[config.mk]
export PLATFORM = sky130hd
export DESIGN_NAME = baser_tx_gearbox_64
export DESIGN_NICKNAME = d
export VERILOG_FILES = /design/src/rtl/baser_pkg.sv /design/src/rtl/baser_scrambler_64.sv /design/src/rtl/baser_tx_gearbox_64.sv
export SDC_FILE = /design/constraint.sdc
export NUM_CORES = 1
export LEC_CHECK = 0
export ABC_AREA = 1
export CORE_MARGIN = 4
export CORE_UTILIZATION = 59
export DETAILED_ROUTE_END_ITERATION = 6
export GPL_TIMING_DRIVEN = 0
export PLACE_DENSITY = 0.92
export SLEW_MARGIN = 20
export SYNTH_ARGS = -nofsm -noshare
export SYNTH_HDL_FRONTEND = slang
export SYNTH_SLANG_ARGS = --single-unit
[constraint.sdc]
create_clock -name clk -period 2.3 [get_ports clk]
set_input_delay 0.46 -clock clk [delete_from_list [all_inputs] [get_ports clk]]
set_output_delay 0.46 -clock clk [all_outputs]
set_load 0.02 [all_outputs]
[src/rtl/baser_pkg.sv]
// Constants and types shared by the 10GBASE-R TX gearbox, RX descrambler and frame encoder.
package baser_pkg;
   localparam logic [1:0]  SYNC_DATA     = 2'b01;
   localparam logic [1:0]  SYNC_CTRL     = 2'b10;
   localparam logic [7:0]  BLK_TYPE_IDLE = 8'h1E;
   localparam int          SCR_TAP_A     = 38;
   localparam int          SCR_TAP_B     = 57;
   localparam logic [57:0] SCR_SEED      = 58'h3FF_FFFF_FFFF_FFFF;
   localparam logic [5:0]  SEQ_LAST      = 6'd32;

   typedef struct packed {
      logic [63:0] data;
      logic [1:0]  hdr;
   } blk66_t;

   localparam blk66_t IDLE_BLK = '{data: {56'h0, BLK_TYPE_IDLE}, hdr: SYNC_CTRL};

   function automatic logic is_bad_hdr(input logic [1:0] h);
      return (h == 2'b00) || (h == 2'b11);
   endfunction
endpackage

[src/rtl/baser_scrambler_64.sv]
// Registered 64-bit self-synchronous x^58+x^39+1 scrambler; DESCRAMBLE=1 feeds the
// shift register from the input bits instead, turning it into the RX descrambler.
module baser_scrambler_64
   import baser_pkg::*;
#(
   parameter bit BYPASS     = 1'b0,
   parameter bit DESCRAMBLE = 1'b0
) (
   input  logic        clk,
   input  logic        rst_n,
   input  logic        en_i,
   input  logic [63:0] data_i,
   output logic [63:0] data_o
);
   logic [57:0] state_q, state_d;
   logic [63:0] data_q, scr;

   // Bit 0 goes on the line first, so it sees the oldest state.
   always_comb begin
      state_d = state_q;
      scr     = '0;
      for (int i = 0; i < 64; i++) begin
         scr[i]  = data_i[i] ^ state_d[SCR_TAP_A] ^ state_d[SCR_TAP_B];
         state_d = {state_d[56:0], (DESCRAMBLE ? data_i[i] : scr[i])};
      end
   end

   always_ff @(posedge clk or negedge rst_n) begin
      if (!rst_n) begin
         state_q <= SCR_SEED;
         data_q  <= '0;
      end else if (en_i) begin
         data_q <= BYPASS ? data_i : scr;
         if (!BYPASS) state_q <= state_d;
      end
   end

   assign data_o = data_q;
endmodule

[src/rtl/baser_tx_gearbox_64.sv]
// 10GBASE-R TX back end: slot/idle mux, payload scrambler and 66:64 gearbox producing
// a gap-free 64-bit SERDES stream; 32 blocks in per 33 words out.
module baser_tx_gearbox_64
   import baser_pkg::*;
#(
   parameter int DATA_WIDTH        = 64,
   parameter int HDR_WIDTH         = 2,
   parameter bit SCRAMBLER_DISABLE = 1'b0
) (
   input  logic                  clk,
   input  logic                  rst,
   input  logic [DATA_WIDTH-1:0] encoded_tx_data,
   input  logic [HDR_WIDTH-1:0]  encoded_tx_hdr,
   input  logic                  encoded_tx_valid,
   output logic                  encoded_tx_ready,
   output logic [DATA_WIDTH-1:0] serdes_tx_data,
   output logic                  idle_inserted,
   output logic                  tx_bad_block
);
   logic [5:0]   seq_q, seq_d;
   logic [6:0]   cnt_q, cnt_d;
   logic         slot;
   blk66_t       slot_blk;
   logic [63:0]  scr_data;
   logic         s1_vld_q;
   logic [1:0]   s1_hdr_q;
   logic [6:0]   s1_off_q;
   logic [63:0]  buf_q, ser_q;
   logic [127:0] gb;
   logic         idle_q, bad_q;

   assign slot             = rst && (seq_q != SEQ_LAST);
   assign encoded_tx_ready = slot;

   // cnt tracks buffer fill as seen at slot time; it travels with the block as its offset.
   always_comb begin
      slot_blk = '{data: encoded_tx_data, hdr: encoded_tx_hdr};
      if (!encoded_tx_valid) slot_blk = IDLE_BLK;
      seq_d = (seq_q == SEQ_LAST) ? 6'd0 : seq_q + 6'd1;
      cnt_d = slot ? cnt_q + 7'd2 : cnt_q - 7'd64;
   end

   baser_scrambler_64 #(
      .BYPASS     (SCRAMBLER_DISABLE),
      .DESCRAMBLE (1'b0)
   ) u_scr (
      .clk    (clk),
      .rst_n  (rst),
      .en_i   (slot),
      .data_i (slot_blk.data),
      .data_o (scr_data)
   );

   always_ff @(posedge clk or negedge rst) begin
      if (!rst) begin
         seq_q    <= '0;
         cnt_q    <= '0;
         s1_vld_q <= 1'b0;
         s1_hdr_q <= '0;
         s1_off_q <= '0;
         idle_q   <= 1'b0;
         bad_q    <= 1'b0;
      end else begin
         seq_q    <= seq_d;
         cnt_q    <= cnt_d;
         s1_vld_q <= slot;
         idle_q   <= slot && !encoded_tx_valid;
         bad_q    <= slot && encoded_tx_valid && is_bad_hdr(encoded_tx_hdr);
         if (slot) begin
            s1_hdr_q <= slot_blk.hdr;
            s1_off_q <= cnt_q;
         end
      end
   end

   // Fill never exceeds 62 bits before an append, so 66 more always fit in 128.
   always_comb begin
      gb = {64'h0, buf_q};
      if (s1_vld_q) gb = gb | ({62'h0, scr_data, s1_hdr_q} << s1_off_q);
   end

   always_ff @(posedge clk or negedge rst) begin
      if (!rst) begin
         buf_q <= '0;
         ser_q <= '0;
      end else begin
         buf_q <= gb[127:64];
         ser_q <= gb[63:0];
      end
   end

   assign serdes_tx_data = ser_q;
   assign idle_inserted  = idle_q;
   assign tx_bad_block   = bad_q;
endmodule

-- Word level (Yosys, flattened, before mapping)
Index checks and enable logic that the tools add are counted.
- bits in registers: 275
- bits in latches: 0
- bits in writable memories: 0
- ROM bits: 0
- input port bits: 69
- output and inout bits: 67
- memories kept: 0
- add/sub/neg operators: 3
- multipliers: 0
- div/mod/pow operators: 0
- $lt $le $gt $ge: 0
- equality and inequality tests: 3
- shifts and indexed selects: 1
- muxes and demuxes: 4
- bitwise logic cells: 129
- reduce and logical (&&, ||, !) cells: 7
- operators with widths (operator ; count):
    128-bit two-way mux ; 1
    64-bit by 128-bit OR with 128-bit output ; 1
    66-bit by 7-bit << shifter with 128-bit output ; 1
    1-bit XOR ; 128
    66-bit two-way mux ; 1
    7-bit by 2-bit adder with 7-bit output, second input constant ; 1
    7-bit two-way mux ; 1
    7-bit subtractor, second input constant ; 1
    6-bit by 1-bit adder with 6-bit output, second input constant ; 1
    6-bit equality test, second input constant ; 1
    6-bit two-way mux ; 1
    6-bit != test, second input constant ; 1
    1-bit logical AND ; 4
    2-bit equality test, second input constant ; 1
    2-bit logical NOT ; 1
    1-bit logical NOT ; 1
    1-bit logical OR ; 1

-- Logic depth before layout (Yosys ltp)
Gate-level depths: netlist (run 1).
- word-level depth: 5
- mapped depth: 13
- gate-level depth less buffers: 11

-- Modules after synthesis
From an unflattened synthesis (run 1), not the netlist that was laid out.
- cell total of the unflattened synthesis: 2299
- area, all modules: 16533.4 um^2
- by module, submodules not included (module ; instances ; cells an instance ; area an instance (um^2)):
    baser_tx_gearbox_64 ; 1 ; 1554 ; 10492.6
    baser_scrambler_64 ; 1 ; 745 ; 6040.8

-- Worst setup path after synthesis (run 1)
OpenSTA, ideal clock, no wires.
- path type: register -> output
- from: reg seq_q[0]
- to: out encoded_tx_ready
- arrival time: 1.342 ns
- data required time: 1.840 ns
- setup slack: 0.498 ns
- stages on the path, launching flop included: 8
- path through: dfrtp_1 inv_1 ha_1 nand3_1 nand2_1 inv_1 buf_2 buf_2
- word-level cells in the longest chain between the ends: 2
- RTL lines (what ; RTL line ; source):
    start: declaration ; baser_tx_gearbox_64.sv:20 ; logic [5:0] seq_q, seq_d;
    start signal: assignment ; baser_tx_gearbox_64.sv:64 ; seq_q <= seq_d;
    6-bit != test ; baser_tx_gearbox_64.sv:32 ; assign slot = rst && (seq_q != SEQ_LAST);
    1-bit logical AND ; baser_tx_gearbox_64.sv:32 ;
    end: declaration ; baser_tx_gearbox_64.sv:15 ; output logic encoded_tx_ready,
No other way between the ends.

-- Final worst setup path (run 1)
- from: reg seq_q[4]
- to: out encoded_tx_ready
The elaborated chain is that of the path after synthesis.

==> flow_summary.json, run 1 <==
{
  "status": "completed",
  "max_slew_margin": 0.390,
  "gp_congestion": 1.16,
  "synth_sequential_area_ratio": 0.441,
  "critPathArrivalTime_ns": 1.81,
  "worst_setup_path_end_kind": "primary output",
  "grt_pass1_vias": 16200,
  "cts_tree": "yes",
  "gr-total-overflow": 0,
  "drv_cap": 0,
  "area_delta_synth_final_pct": 19.7,
  "grt_pass1_wl_um": 101000,
  "drtAntennaViolNets": 0,
  "critPathKind": "flip-flop to primary output",
  "track_usage": 0.462,
  "crit_fanout": 6,
  "fp-row-count": 59,
  "cp.required_ns": 1.84,
  "combPwrFrac": 0.580,
  "ir_drop_v": 0.00118,
  "critPathLaunchType": "flip-flop",
  "hpwl_um": 52600,
  "final_cell_mix": "nand2_1 (750), nand3_1 (441), dfrtp_1 (214), clkdlybuf4s50_1 (132), xor2_1 (72)",
  "ys_top_cells_by_area": "dfrtp_1 (34%), nand2_1 (18%), nand3_1 (14%), dfstp_2 (9.7%), xor2_1 (4.0%)",
  "max_slew.worst_pin.slew_ns": 0.906,
  "initial_core_util": 0.600,
  "synth_top_cell_area_share": 0.344,
  "fin_ws_ns": 0.0267,
  "fp.dieH_um": 171,
  "ios": 136,
  "syn_nets": 2179,
  "clock_latency_ns": 0.57,
  "preCtsSetupSlack_ns": -1.03,
  "layout.nets": 2359,
  "dieArea_um2": 29200,
  "p_per_area_nw_per_um2": 1750,
  "drv_slew": 0,
  "intPower_uw": 15800,
  "fin_util": 0.718,
  "dp.cells": 2578,
  "min_period_ns": 2.27,
  "seq_power_share": 0.270,
  "synth_area_per_cell_um2": 7.42,
  "synth_top_cell_by_area": "dfrtp_1",
  "clk_pin_slew_worst_paths_ns": 0.07,
  "cts-root-buf": "clkbuf_16",
  "layout-drive-gt1-share": 0.0993,
  "routedWlPerCell_um": 25.8,
  "drc": 0,
  "ys_warn_count": 0,
  "setup_violations": 0,
  "finClkSkew_ns": 0.0134,
  "p_leak_uw": 0.00914,
  "syn_inst": 2107,
  "diodes": 0,
  "htreeDepth": 1,
  "synth-seq-cells": 273,
  "swShare": 0.516,
  "grt_max_degree": 108,
  "p_sw_uw": 16900,
  "antenna_found_initial": 1,
  "max_freq_mhz": 440,
  "hp-class": "input pin to asynchronous set/reset pin",
  "hold_viol": 0,
  "numCtsBuffers": 28,
  "first_pass_iters": 7,
  "routed_via_density": 6.51,
  "die_x_um": 171,
  "final_common_cell": "nand2_1",
  "clockPowerShare": 0.151,
  "yosysUniqueCellTypes": 38,
  "routed_wl_um": 68300,
  "core_area_um2": 26100,
  "drt_iter0_drc": 3373,
  "vias": 17200,
  "io_buffers": 134,
  "clockBufferDepth": 3,
  "netlist_area_um2": 15600,
  "period_share": 0.988,
  "clock_sinks": 273,
  "instances_no_fill": 2642
}
==> timing repair <==
item,CTS,global route
setup endpoints to repair,24,41
gates resized for setup,23,24
pin swaps,1,3
setup buffers,6,7
hold endpoints to repair,55,0
hold buffers,3,0
==> synth_stat cells <==
cell type	number
buf_4	6
a21oi_1	71
buf_1	14
o211ai_1	2
a31oi_1	12
a31o_2	5
inv_1	66
dfstp_2	58
o21a_1	2
clkinv_1	1
buf_2	58
or2_1	2
nor2_2	2
buf_6	5
dfrtp_1	215
nor3_1	2
o21ai_0	61
inv_4	1
inv_2	4
nor3b_1	1
xor2_1	72
nand3_2	1
nand3b_1	1
ha_1	3
o21bai_1	33
a21o_1	10
clkbuf_1	52
nor2_1	59
xnor2_1	38
a31o_1	12
o21ai_2	1
nand4_1	18
buf_8	1
nand3_1	443
nand2_1	752
o21ai_1	18
o31ai_1	4
a21boi_1	1
==> sequential cells by signal, summed over array words and instances, names as in the netlist, 2 cells and up <==
register / flops
u_scr.data_o: 64
buf_q: 64
seq_q: 6
u_scr.state_q: 58
s1_off_q: 6
s1_hdr_q: 2
cnt_q: 6
serdes_tx_data: 64
==> area by class of cell <==
class	count	area [um2]
timing repair buffer	152	1560
multi-input combinational	1626	7890
sequential	273	6910
inverter	72	285
clock inverter	14	178
buffer	134	674
fill	1955	7340
tap	335	419
clock buffer	36	802
==> worst paths after layout <==
kind / from / slack [ns] / depth (start not counted) / endpoint
hold / removal: rst / 0.02 / 2 / u_scr.data_o[7]
setup reg to reg: s1_off_q[6] / 0.05 / 5 / buf_q[3]
setup / recovery: seq_q[4] / 0.03 / 6 / encoded_tx_ready
min in group clk: encoded_tx_valid / 0.41 / 5 / tx_bad_block
max in group asynchronous: rst / 1.21 / 2 / u_scr.state_q[16]
hold reg to reg: buf_q[5] / 0.44 / 1 / serdes_tx_data[5]
==> per-layer routing <==
| layer | wire length (um) | global-route usage |
|---|---|---|
| met5 | 13 | 0 |
| met4 | 6060 | 0.301 |
| met3 | 9240 | 0.128 |
| met2 | 28800 | 0.687 |
| met1 | 24200 | 0.595 |
==> critical path, stage by stage (launching register included) <==
cell and delay [ns]:
dfrtp_2 0.44, nor3_4 0.23, nand3_4 0.13, nand2_8 0.12
clkinv_8 0.07, buf_8 0.12, buf_6 0.12
==> logic make-up (layout without fill, tap and decap cells) <==
| group | count (synthesis) | count (layout) | synth area share |
|---|---|---|---|
| DFF | 273 | 273 | 0.441 |
| AOI/OAI and AO/OA | 232 | 232 | 0.0878 |
| buffers and inverters | 208 | 408 | 0.0593 |
| adders and majority gates | 3 | 3 | 0.00240 |
| and+or+nand+nor | 1281 | 1281 | 0.347 |
| xor gates and xnor gates | 110 | 110 | 0.0616 |
==> through the flow <==
step                TNS [ns]  total power [uW]  hold slack [ns]  instance area, um2
finish                     0             32700           0.0199               18700
global route        -0.00217             34000           0.0644               18700
CTS                  -0.0545             31500           0.0296               18600
detailed placement    -17.57             26400            0.412               17500
global placement    -4085.61             26100            0.408               17400
floorplan                  0             19400            0.164               15600
==> power groups by stage <==
| stage | Combinational, uW | Clock (uW) | Sequential, uW |
|---|---|---|---|
| after floorplan | 10600 | 0 | 8850 |
| after global placement | 17400 | 0 | 8640 |
| after detailed placement | 17700 | 0 | 8730 |
| after CTS | 17900 | 4860 | 8700 |
| after global routing | 19900 | 5060 | 8970 |
| final | 18900 | 4920 | 8810 |
(Power assumes the default switching activity.)
==> run 2: changes to the inputs <==
--- a/config.mk
+++ b/config.mk
@@ -7,10 +7,10 @@
 export LEC_CHECK = 0
 export ABC_AREA = 1
 export CORE_MARGIN = 4
-export CORE_UTILIZATION = 59
+export CORE_UTILIZATION = 46
 export DETAILED_ROUTE_END_ITERATION = 6
 export GPL_TIMING_DRIVEN = 0
-export PLACE_DENSITY = 0.92
+export PLACE_DENSITY = 0.77
 export SLEW_MARGIN = 20
 export SYNTH_ARGS = -nofsm -noshare
 export SYNTH_HDL_FRONTEND = slang
==> run 2 against run 1 <==
Effect of this change: the run now ends with DRC left; critical path type unchanged; critical endpoint unchanged; largest cell class unchanged; sequential share of layout area decreased by 0.15 points; routed wire length increased by 2.8%; first-iteration DRC count decreased by 44%; core utilization down 16 points; clock power shrank 2%; highest routed layer unchanged; die area grew 27%; register-to-register slack is essentially flat; critical path depth grew 1; cell count is 4.2% higher; total power down 0.47%.
==> flow_summary.json, run 2 (synthesis gave the netlist of run 1 again) <==
{
  "finClkSkew_ns": 0.0165,
  "max_slew.worst_pin.slew_ns": 0.999,
  "grt_pass1_wl_um": 102000,
  "die_x_um": 192,
  "first_pass_iters": 7,
  "dp.cells": 2691,
  "crit_fanout": 13,
  "diodes": 0,
  "drv_slew": 0,
  "seq_power_share": 0.268,
  "routed_wl_um": 70200,
  "clock_latency_ns": 0.56,
  "fin_util": 0.560,
  "gr-total-overflow": 0,
  "worst_setup_path_end_kind": "primary output",
  "gp_congestion": 1.07,
  "grt_setup_unrepaired": "true",
  "fp.dieH_um": 192,
  "ios": 136,
  "track_usage": 0.376,
  "io_buffers": 134,
  "swShare": 0.515,
  "intPower_uw": 15800,
  "vias": 16200,
  "drv_cap": 0,
  "grt_pass1_vias": 15500,
  "initial_core_util": 0.466,
  "drt_iter0_drc": 1886,
  "whs_ns": 0.0748,
  "cts-root-buf": "clkbuf_16",
  "ir_drop_v": 0.000866,
  "numCtsBuffers": 29,
  "critPathLaunchType": "flip-flop",
  "cts_tree": "yes",
  "core_area_um2": 33500,
  "routed_via_density": 5.88,
  "critPathKind": "flip-flop to primary output",
  "p_per_area_nw_per_um2": 1730,
  "status": "finished, violations left",
  "instances_no_fill": 2752,
  "cp.required_ns": 1.84,
  "drc": 4,
  "clockBufferDepth": 3,
  "hp-class": "input pin to asynchronous set/reset pin",
  "final_cell_mix": "nand2_1 (751), nand3_1 (441), dfrtp_1 (215), clkdlybuf4s50_1 (132), xor2_1 (72)",
  "min_period_ns": 2.28,
  "hpwl_um": 56600,
  "dieArea_um2": 37000,
  "layout-drive-gt1-share": 0.0972,
  "clockPowerShare": 0.148,
  "max_slew_margin": 0.327,
  "grt_max_degree": 100,
  "p_leak_uw": 0.00913,
  "failed_checks": "DRC",
  "clk_pin_slew_worst_paths_ns": 0.07,
  "area_delta_synth_final_pct": 20.1,
  "setup_violations": 0,
  "period_share": 0.993,
  "hold_viol": 0,
  "drtAntennaViolNets": 0,
  "routedWlPerCell_um": 25.5,
  "antenna_found_initial": 1,
  "layout.nets": 2355,
  "max_freq_mhz": 438,
  "final_common_cell": "nand2_1",
  "fp-row-count": 67,
  "htreeDepth": 1,
  "p_sw_uw": 16800,
  "combPwrFrac": 0.584,
  "critPathArrivalTime_ns": 1.82,
  "clock_sinks": 273
}
==> run 2: cell count changes in the layout (fill, tap and decap cells not counted), sizes merged <==
cell,change
inv,+1
clkinvlp,-1
clkbuf,+7
clkinv,-1
dlygate4sd3,-1
buf,-8
==> run 2: layout make-up <==
class	instances	area, um2
plain buffers	135	693
clock buffers	39	793
clock inverters	13	178
fillers	3156	14700
inverters	72	280
multi-input cells	1626	7860
flip-flops and latches	273	6900
well taps	448	561
repair buffers	146	1510
==> run 2: path summary, 6_finish.rpt <==
path	startpoint	to	slack (ns)	cells past startpoint
worst max-delay path	seq_q[1]	encoded_tx_ready	0.02	7
worst min register to register	buf_q[1]	serdes_tx_data[1]	0.42	1
min in group clk	encoded_tx_valid	s1_hdr_q[1]	0.42	4
max in group asynchronous	rst	u_scr.state_q[1]	1.70	2
worst max register to register	s1_off_q[6]	buf_q[28]	0.04	5
worst min-delay path	rst	buf_q[43]	0.07	2
==> run 2: stage by stage <==
step	area, um2	setup TNS, ns	worst slack, ns	power (uW)
after detailed placement	17600	-37.59	-1.17	27000
final	18800	0	0.0154	32500
after global placement	17500	-4238.16	-12.42	26800
after floorplan	15600	0	0.498	19400
after global routing	18800	-0.0597	-0.0597	34200
after CTS	18700	-0.0864	-0.0864	31900
==> run 2: what timing repair did <==
item,4_1_cts,5_1_grt
endpoints found under the hold margin,64,29
gates cloned,0,0
setup endpoints to repair,28,48
pin swaps,2,3
buffers inserted,5,3
gates resized for setup,25,33
==> run 2: worst max-delay path: stages (launching register included) <==
cell and delay [ns]:
dfrtp_1 0.42, inv_1 0.08, ha_2 0.19, nand3_4 0.10, nand2_8 0.12, inv_8 0.07, buf_12 0.15, buf_8 0.13
==> run 2: power groups by stage <==
stage / registers (uW) / logic, uW / clock network [uW]
6_report: 8710 / 19000 / 4800
5_1_grt: 8920 / 20300 / 5030
4_1_cts: 8680 / 18400 / 4850
3_5_place_dp: 8740 / 18200 / 0
3_3_place_gp: 8700 / 18100 / 0
2_1_floorplan: 8850 / 10600 / 0
==> run 2: layer usage <==
metal,track usage,wire length [um]
met3,0.0649,5850
met1,0.475,27100
met5,0,13
met4,0.223,5090
met2,0.608,32200
